$ cat src/rtl/cpu_eu_param_pkg.sv
// Shared encodings for the parametrised execution unit: ALU opcodes and
// multiplier sequencing states.
package cpu_eu_param_pkg;

  typedef enum logic [3:0] {
    OP_PASS_S = 4'd0,
    OP_PASS_R = 4'd1,
    OP_ADD    = 4'd2,
    OP_SUB    = 4'd3,
    OP_AND    = 4'd4,
    OP_OR     = 4'd5,
    OP_XOR    = 4'd6,
    OP_NOT_S  = 4'd7,
    OP_INC    = 4'd8,
    OP_DEC    = 4'd9,
    OP_SHL    = 4'd10,
    OP_SHR    = 4'd11,
    OP_ASR    = 4'd12,
    OP_ZERO   = 4'd13,
    OP_RSVD   = 4'd14,
    OP_MUL    = 4'd15
  } alu_op_e;

  typedef enum logic {
    MUL_IDLE = 1'b0,
    MUL_RUN  = 1'b1
  } mul_state_e;

endpackage

$ cat src/rtl/cpu_eu_param_seq_multiplier.sv
// Shift-add sequential multiplier: one partial product per cycle, DATA_W cycles.
// product presents the accumulator including the current step, valid while done.
module seq_multiplier
  import cpu_eu_param_pkg::*;
#(
  parameter int DATA_W = 16,
  localparam int CNT_W = $clog2(DATA_W + 1)
) (
  input  logic                clk,
  input  logic                rst,
  input  logic                start,
  input  logic [DATA_W-1:0]   a,
  input  logic [DATA_W-1:0]   b,
  output logic                busy,
  output logic                done,
  output logic [2*DATA_W-1:0] product
);

  mul_state_e            state_q, state_d;
  logic [CNT_W-1:0]      cnt_q, cnt_d;
  logic [2*DATA_W-1:0]   mcand_q, mcand_d;
  logic [2*DATA_W-1:0]   acc_q, acc_d;
  logic [DATA_W-1:0]     mplier_q, mplier_d;

  // Sequencer and datapath registers.
  always_ff @(posedge clk) begin
    if (rst) begin
      state_q  <= MUL_IDLE;
      cnt_q    <= '0;
      mcand_q  <= '0;
      acc_q    <= '0;
      mplier_q <= '0;
    end else begin
      state_q  <= state_d;
      cnt_q    <= cnt_d;
      mcand_q  <= mcand_d;
      acc_q    <= acc_d;
      mplier_q <= mplier_d;
    end
  end

  // Next-state and iteration logic; done flags the final iteration.
  always_comb begin
    state_d  = state_q;
    cnt_d    = cnt_q;
    mcand_d  = mcand_q;
    acc_d    = acc_q;
    mplier_d = mplier_q;
    done     = 1'b0;
    case (state_q)
      MUL_IDLE: begin
        if (start) begin
          state_d  = MUL_RUN;
          cnt_d    = CNT_W'(DATA_W);
          mcand_d  = {{DATA_W{1'b0}}, a};
          mplier_d = b;
          acc_d    = '0;
        end else begin
          state_d  = MUL_IDLE;
        end
      end
      MUL_RUN: begin
        if (mplier_q[0]) begin
          acc_d = acc_q + mcand_q;
        end else begin
          acc_d = acc_q;
        end
        mcand_d  = mcand_q << 1;
        mplier_d = mplier_q >> 1;
        cnt_d    = cnt_q - CNT_W'(1);
        if (cnt_q == CNT_W'(1)) begin
          done    = 1'b1;
          state_d = MUL_IDLE;
        end else begin
          state_d = MUL_RUN;
        end
      end
      default: state_d = MUL_IDLE;
    endcase
  end

  assign busy    = (state_q == MUL_RUN);
  assign product = acc_d;

endmodule

$ cat src/rtl/cpu_eu_param.sv
// Execution unit: PC, IR, register file, single-cycle ALU, N/Z/C flags and a
// sequential multiplier that owns the register write port while it runs.
module cpu_eu_param
  import cpu_eu_param_pkg::*;
#(
  parameter int                DATA_W   = 16,
  parameter int                REG_CNT  = 8,
  parameter int                IMM_W    = 8,
  parameter logic [DATA_W-1:0] RESET_PC = '0,
  localparam int               AW       = $clog2(REG_CNT)
) (
  input  logic              clk,
  input  logic              rst,
  input  logic              adr_sel,
  input  logic              pc_sel,
  input  logic              s_sel,
  input  logic              pc_ld,
  input  logic              pc_inc,
  input  logic              reg_w_en,
  input  logic              ir_ld,
  input  logic              flag_ld,
  input  logic              mul_start,
  input  logic [AW-1:0]     W_Adr,
  input  logic [AW-1:0]     R_Adr,
  input  logic [AW-1:0]     S_Adr,
  input  logic [3:0]        Alu_Op,
  input  logic [DATA_W-1:0] D_in,
  output logic [DATA_W-1:0] adr,
  output logic [DATA_W-1:0] D_out,
  output logic [DATA_W-1:0] ir_out,
  output logic              N,
  output logic              Z,
  output logic              C,
  output logic              mul_busy,
  output logic              mul_done
);

  logic [DATA_W-1:0]   pc_q, pc_d, ir_q, ir_d;
  logic [DATA_W-1:0]   regs_q [REG_CNT];
  logic [DATA_W-1:0]   regs_d [REG_CNT];
  logic                n_q, n_d, z_q, z_d, c_q, c_d;
  logic [AW-1:0]       mul_w_adr_q, mul_w_adr_d;
  logic [DATA_W-1:0]   r_op_s, s_op_s, alu_y_s, imm_sext_s;
  logic [DATA_W:0]     sum_s;
  logic                alu_c_s, mul_go_s;
  logic [2*DATA_W-1:0] mul_prod_s;

  assign r_op_s     = regs_q[R_Adr];
  assign s_op_s     = s_sel ? D_in : regs_q[S_Adr];
  assign imm_sext_s = {{(DATA_W-IMM_W){ir_q[IMM_W-1]}}, ir_q[IMM_W-1:0]};
  assign mul_go_s   = mul_start & ~mul_busy;

  seq_multiplier #(.DATA_W(DATA_W)) u_mul (
    .clk     (clk),
    .rst     (rst),
    .start   (mul_start),
    .a       (r_op_s),
    .b       (s_op_s),
    .busy    (mul_busy),
    .done    (mul_done),
    .product (mul_prod_s)
  );

  // ALU result and carry; carries come from a DATA_W+1-bit sum.
  always_comb begin
    sum_s   = '0;
    alu_y_s = '0;
    alu_c_s = 1'b0;
    case (alu_op_e'(Alu_Op))
      OP_PASS_S: alu_y_s = s_op_s;
      OP_PASS_R: alu_y_s = r_op_s;
      OP_ADD: begin
        sum_s   = {1'b0, r_op_s} + {1'b0, s_op_s};
        alu_y_s = sum_s[DATA_W-1:0];
        alu_c_s = sum_s[DATA_W];
      end
      OP_SUB: begin
        sum_s   = {1'b0, r_op_s} + {1'b0, ~s_op_s} + {{DATA_W{1'b0}}, 1'b1};
        alu_y_s = sum_s[DATA_W-1:0];
        alu_c_s = sum_s[DATA_W];
      end
      OP_AND:   alu_y_s = r_op_s & s_op_s;
      OP_OR:    alu_y_s = r_op_s | s_op_s;
      OP_XOR:   alu_y_s = r_op_s ^ s_op_s;
      OP_NOT_S: alu_y_s = ~s_op_s;
      OP_INC: begin
        sum_s   = {1'b0, r_op_s} + {{DATA_W{1'b0}}, 1'b1};
        alu_y_s = sum_s[DATA_W-1:0];
        alu_c_s = sum_s[DATA_W];
      end
      OP_DEC: begin
        // R + all-ones, so C=1 means no borrow just like SUB.
        sum_s   = {1'b0, r_op_s} + {1'b0, {DATA_W{1'b1}}};
        alu_y_s = sum_s[DATA_W-1:0];
        alu_c_s = sum_s[DATA_W];
      end
      OP_SHL: begin
        alu_y_s = {r_op_s[DATA_W-2:0], 1'b0};
        alu_c_s = r_op_s[DATA_W-1];
      end
      OP_SHR: begin
        alu_y_s = {1'b0, r_op_s[DATA_W-1:1]};
        alu_c_s = r_op_s[0];
      end
      OP_ASR: begin
        alu_y_s = {r_op_s[DATA_W-1], r_op_s[DATA_W-1:1]};
        alu_c_s = r_op_s[0];
      end
      default: alu_y_s = '0;
    endcase
  end

  // Next-state for PC, IR, registers and flags; multiplier completion owns
  // the write port and flags, and host writes are locked out while busy.
  always_comb begin
    pc_d        = pc_q;
    ir_d        = ir_q;
    regs_d      = regs_q;
    n_d         = n_q;
    z_d         = z_q;
    c_d         = c_q;
    mul_w_adr_d = mul_w_adr_q;
    if (pc_ld) begin
      pc_d = pc_sel ? alu_y_s : (pc_q + imm_sext_s);
    end else if (pc_inc) begin
      pc_d = pc_q + {{(DATA_W-1){1'b0}}, 1'b1};
    end else begin
      pc_d = pc_q;
    end
    if (ir_ld) begin
      ir_d = D_in;
    end else begin
      ir_d = ir_q;
    end
    if (mul_go_s) begin
      mul_w_adr_d = W_Adr;
    end else begin
      mul_w_adr_d = mul_w_adr_q;
    end
    if (mul_done) begin
      regs_d[mul_w_adr_q] = mul_prod_s[DATA_W-1:0];
      n_d = mul_prod_s[DATA_W-1];
      z_d = (mul_prod_s[DATA_W-1:0] == '0);
      c_d = (mul_prod_s[2*DATA_W-1:DATA_W] != '0);
    end else if (!mul_busy) begin
      if (reg_w_en) begin
        regs_d[W_Adr] = alu_y_s;
      end else begin
        regs_d = regs_q;
      end
      if (flag_ld) begin
        n_d = alu_y_s[DATA_W-1];
        z_d = (alu_y_s == '0);
        c_d = alu_c_s;
      end else begin
        n_d = n_q;
        z_d = z_q;
        c_d = c_q;
      end
    end else begin
      regs_d = regs_q;
    end
  end

  // Architectural state registers.
  always_ff @(posedge clk) begin
    if (rst) begin
      pc_q        <= RESET_PC;
      ir_q        <= '0;
      n_q         <= 1'b0;
      z_q         <= 1'b0;
      c_q         <= 1'b0;
      mul_w_adr_q <= '0;
      for (int i = 0; i < REG_CNT; i++) begin
        regs_q[i] <= '0;
      end
    end else begin
      pc_q        <= pc_d;
      ir_q        <= ir_d;
      n_q         <= n_d;
      z_q         <= z_d;
      c_q         <= c_d;
      mul_w_adr_q <= mul_w_adr_d;
      regs_q      <= regs_d;
    end
  end

  assign adr    = adr_sel ? r_op_s : pc_q;
  assign D_out  = alu_y_s;
  assign ir_out = ir_q;
  assign N      = n_q;
  assign Z      = z_q;
  assign C      = c_q;

endmodule

$ cat config.mk
export PLATFORM = sky130hd
export DESIGN_NAME = cpu_eu_param
export DESIGN_NICKNAME = d
export VERILOG_FILES = /design/src/rtl/cpu_eu_param_pkg.sv /design/src/rtl/cpu_eu_param_seq_multiplier.sv /design/src/rtl/cpu_eu_param.sv
export SDC_FILE = /design/constraint.sdc
export NUM_CORES = 1
export LEC_CHECK = 0
export CORE_MARGIN = 2
export CORE_UTILIZATION = 60
export DETAILED_ROUTE_END_ITERATION = 8
export PLACE_DENSITY = 0.86
export SYNTH_ARGS = -nofsm -noshare
export SYNTH_HDL_FRONTEND = slang
export SYNTH_HIERARCHICAL = 1
export SYNTH_SLANG_ARGS = --single-unit
$ cat constraint.sdc
create_clock -name clk -period 7.2 [get_ports clk]
set_input_delay 1.44 -clock clk [delete_from_list [all_inputs] [get_ports clk]]
set_output_delay 1.44 -clock clk [all_outputs]
set_load 0.02 [all_outputs]
==> metrics.cfg <==
[die]
io_pins=93
core_um2=33300
dieWidth_um=187
die_h_um=187
start_util_pct=60.4
std_cell_rows=67
die-area_um2=35000

[clocking]
clock_latency_ns=0.60
path_clk_slew_ns=0.08
cts_buffers=30
cts_sinks=252
cts_tree=yes
h-tree-depth=1
cts_buffer_depth=3
hold_buffers=0
root_buffer=clkbuf_16

[detailed_routing]
wl_met3_um=10300
route.detailed.drc=0
routedLengthMet1_um=30200
post_drt_wl_per_cell_um=25.5
wl_met2_um=35000
top_layer=met4
drtIter0Drc=3058
vias_per_cell=6.93
totalWireLength_um=81300
vias=22100
dr.pass1.iters=8
postRouteAntennaNets=0

[synthesis]
synth_seq_cells=252
synth_flop_cell=dfxtp_1
yosys-top-cells-area=dfxtp_1, mux2i_1, nor2_1
synth-xor-area-share_pct=3.18
yosys.area_share.simple_pct=18.3
yosysTopAreaCell=dfxtp_1
synthCells=2525
synth_compound_area_share_pct=26.7
yosysWarnings=6
synthMuxAreaShare_pct=14.5
synth_common_cells=nor2_1, dfxtp_1, a21oi_1, clkbuf_1, nand2_1
synth_edf_count=0
synth.yosys.seq_area_share_pct=25.1
synth_top_family_by_area=compound AO/OA/AOI/OAI gates
ys_types=89
async_flop_share_pct=0
yosys.area_share.adder_pct=6.56
synth_top_area_share_pct=25.1
synth_most_common_cell=nor2_1
syn_avg_cell_area_um2=7.96
synth_area_um2=20100
syn_nets=2668

[timing]
rsz0062_at_grt=true
finalSetupTns_ns=0
skew_ns=0.0203
worst_pin_slew_ns=1.31
hold_slack_ns=0.483
hold_viol=0
report.final.slew_viol_count=0
period_share_pct=99.0
setup_viol=0
post-route-min-period_ns=7.13
fmaxAchievable_mhz=140
slew_headroom_pct=11.5
setup_slack_ns=0.0747

[finish]
fin_area_um2=24200
fin_nets=2853
syn_to_final_growth_pct=20.3
drive_above_1_share_pct=18.2
fin_util_pct=72.7
final_cells=3183

[place]
place_congestion=1.04
dpl_worst_slack_ns=-0.342
dp_hpwl_um=58900
place_area_um2=22900
io_buffers=92
dp.cells=3125

[global_route]
grt_max_degree=157
grt_pass1_wl_um=123000
grt_pass1_vias=21100
grt_overflow_total=0
antenna_found_initial=0
grt_usage_pct=45.1

[power]
peakVddDrop_uv=219
power.density_nw_per_um2=183
leakage_nw=9.76
totalPowerFinal_mw=4.42

[run]
cap_violations=0

[setup_path]
start_kind=input port
critPathMaxFanout=14
arrival_ns=5.69
critPathCaptureType=primary output
crit_type=in -> out
cp.required_ns=5.76

[hold_path]
hold_class=reg -> reg

[outcome]
status=completed

-- state kept, by name (all words and copies together), names as in the netlist --
| register | flops |
|---|---|
| ir_out | 16 |
| u_mul/cnt_q | 5 |
| C | 1 |
| Z | 1 |
| N | 1 |
| u_mul/acc_q | 32 |
| u_mul/mplier_q | 16 |
| regs_q | 128 |
| mul_w_adr_q | 3 |
| pc_q | 16 |
| u_mul/busy | 1 |
| u_mul/mcand_q | 32 |
-- cells by family (layout without fill, tap and decap cells) --
group,Yosys count,count (layout)
compound gates,784,784
xor+xnor,73,73
other cells,0,3
fa+ha+maj,103,103
buf+inv,285,492
mux,231,231
flops,252,252
simple gates,797,797
-- power breakdown --
part	leakage, nW	switching, mW	internal [mW]
Clock	0.508	0.664	0.949
Combinational	7.20	0.772	0.519
Sequential	2.05	0.0678	1.45
-- worst max-delay path, stage by stage --
cell and delay [ns]:
clkdlybuf4s50_1 0.51, buf_12 0.17, buf_4 0.24, mux4_2 0.51, mux2_2 0.34, mux2i_2 0.22
ha_1 0.34, mux2i_1 0.16, o22ai_1 0.10, nand2_1 0.08, o21ai_0 0.07, a221o_1 0.30
a2111oi_0 0.24, o21ai_0 0.15, a221o_1 0.41, dlygate4sd2_1 0.37
-- layer usage --
layer | vias up | track usage (%)
met3 | 405 | 12.1
met2 | 1590 | 69.1
met1 | 10300 | 56.6
li1 | 9757 | -
met5 | - | 0
met4 | 0 | 27.7
-- layout by cell type (no fill, tap or decap), drive strengths merged, types with 22 or more instances in the layout --
master and instances:
a21oi 171, nor2 351, a21o 35, nand3 38, inv 71, clkbuf 42, nand2 162, mux2 31
a211oi 141, a22oi 125, buf 276, and2 25, mux2i 156, nor4 22, clkdlybuf4s50 79, mux4 44
a31oi 25, xnor2 55, ha 99, and3 35, o21ai 106, dfxtp 252, nor3 50, nor2b 36
-- final timing paths --
path / from / end / slack (ns) / cells after the start
worst min-delay path: u_mul/mplier_q[2] / u_mul/mplier_q[1] / 0.48 / 2
worst max-delay path: S_Adr[2] / D_out[10] / 0.07 / 16
worst max register to register: regs_q[0] / Z / 1.92 / 19
worst min register to register: u_mul/mplier_q[2] / u_mul/mplier_q[1] / 0.48 / 2
-- layout make-up --
cell class / instances / area (um2)
Antenna cell: 3 / 7.51
Clock buffer: 38 / 821
Clock inverter: 16 / 204
Fill cell: 2625 / 9090
Inverter: 73 / 274
Multi-Input combinational cell: 1988 / 14200
Sequential cell: 252 / 5050
Tap cell: 448 / 561
Timing Repair Buffer: 365 / 3030
-- timing repair --
item                                    CTS  global route
buffers inserted                          0             1
pin swaps                                 0             5
endpoints found under the setup margin    9            13
gates resized for setup                  19            50
No activity file was read; power rests on OpenSTA's default activity.
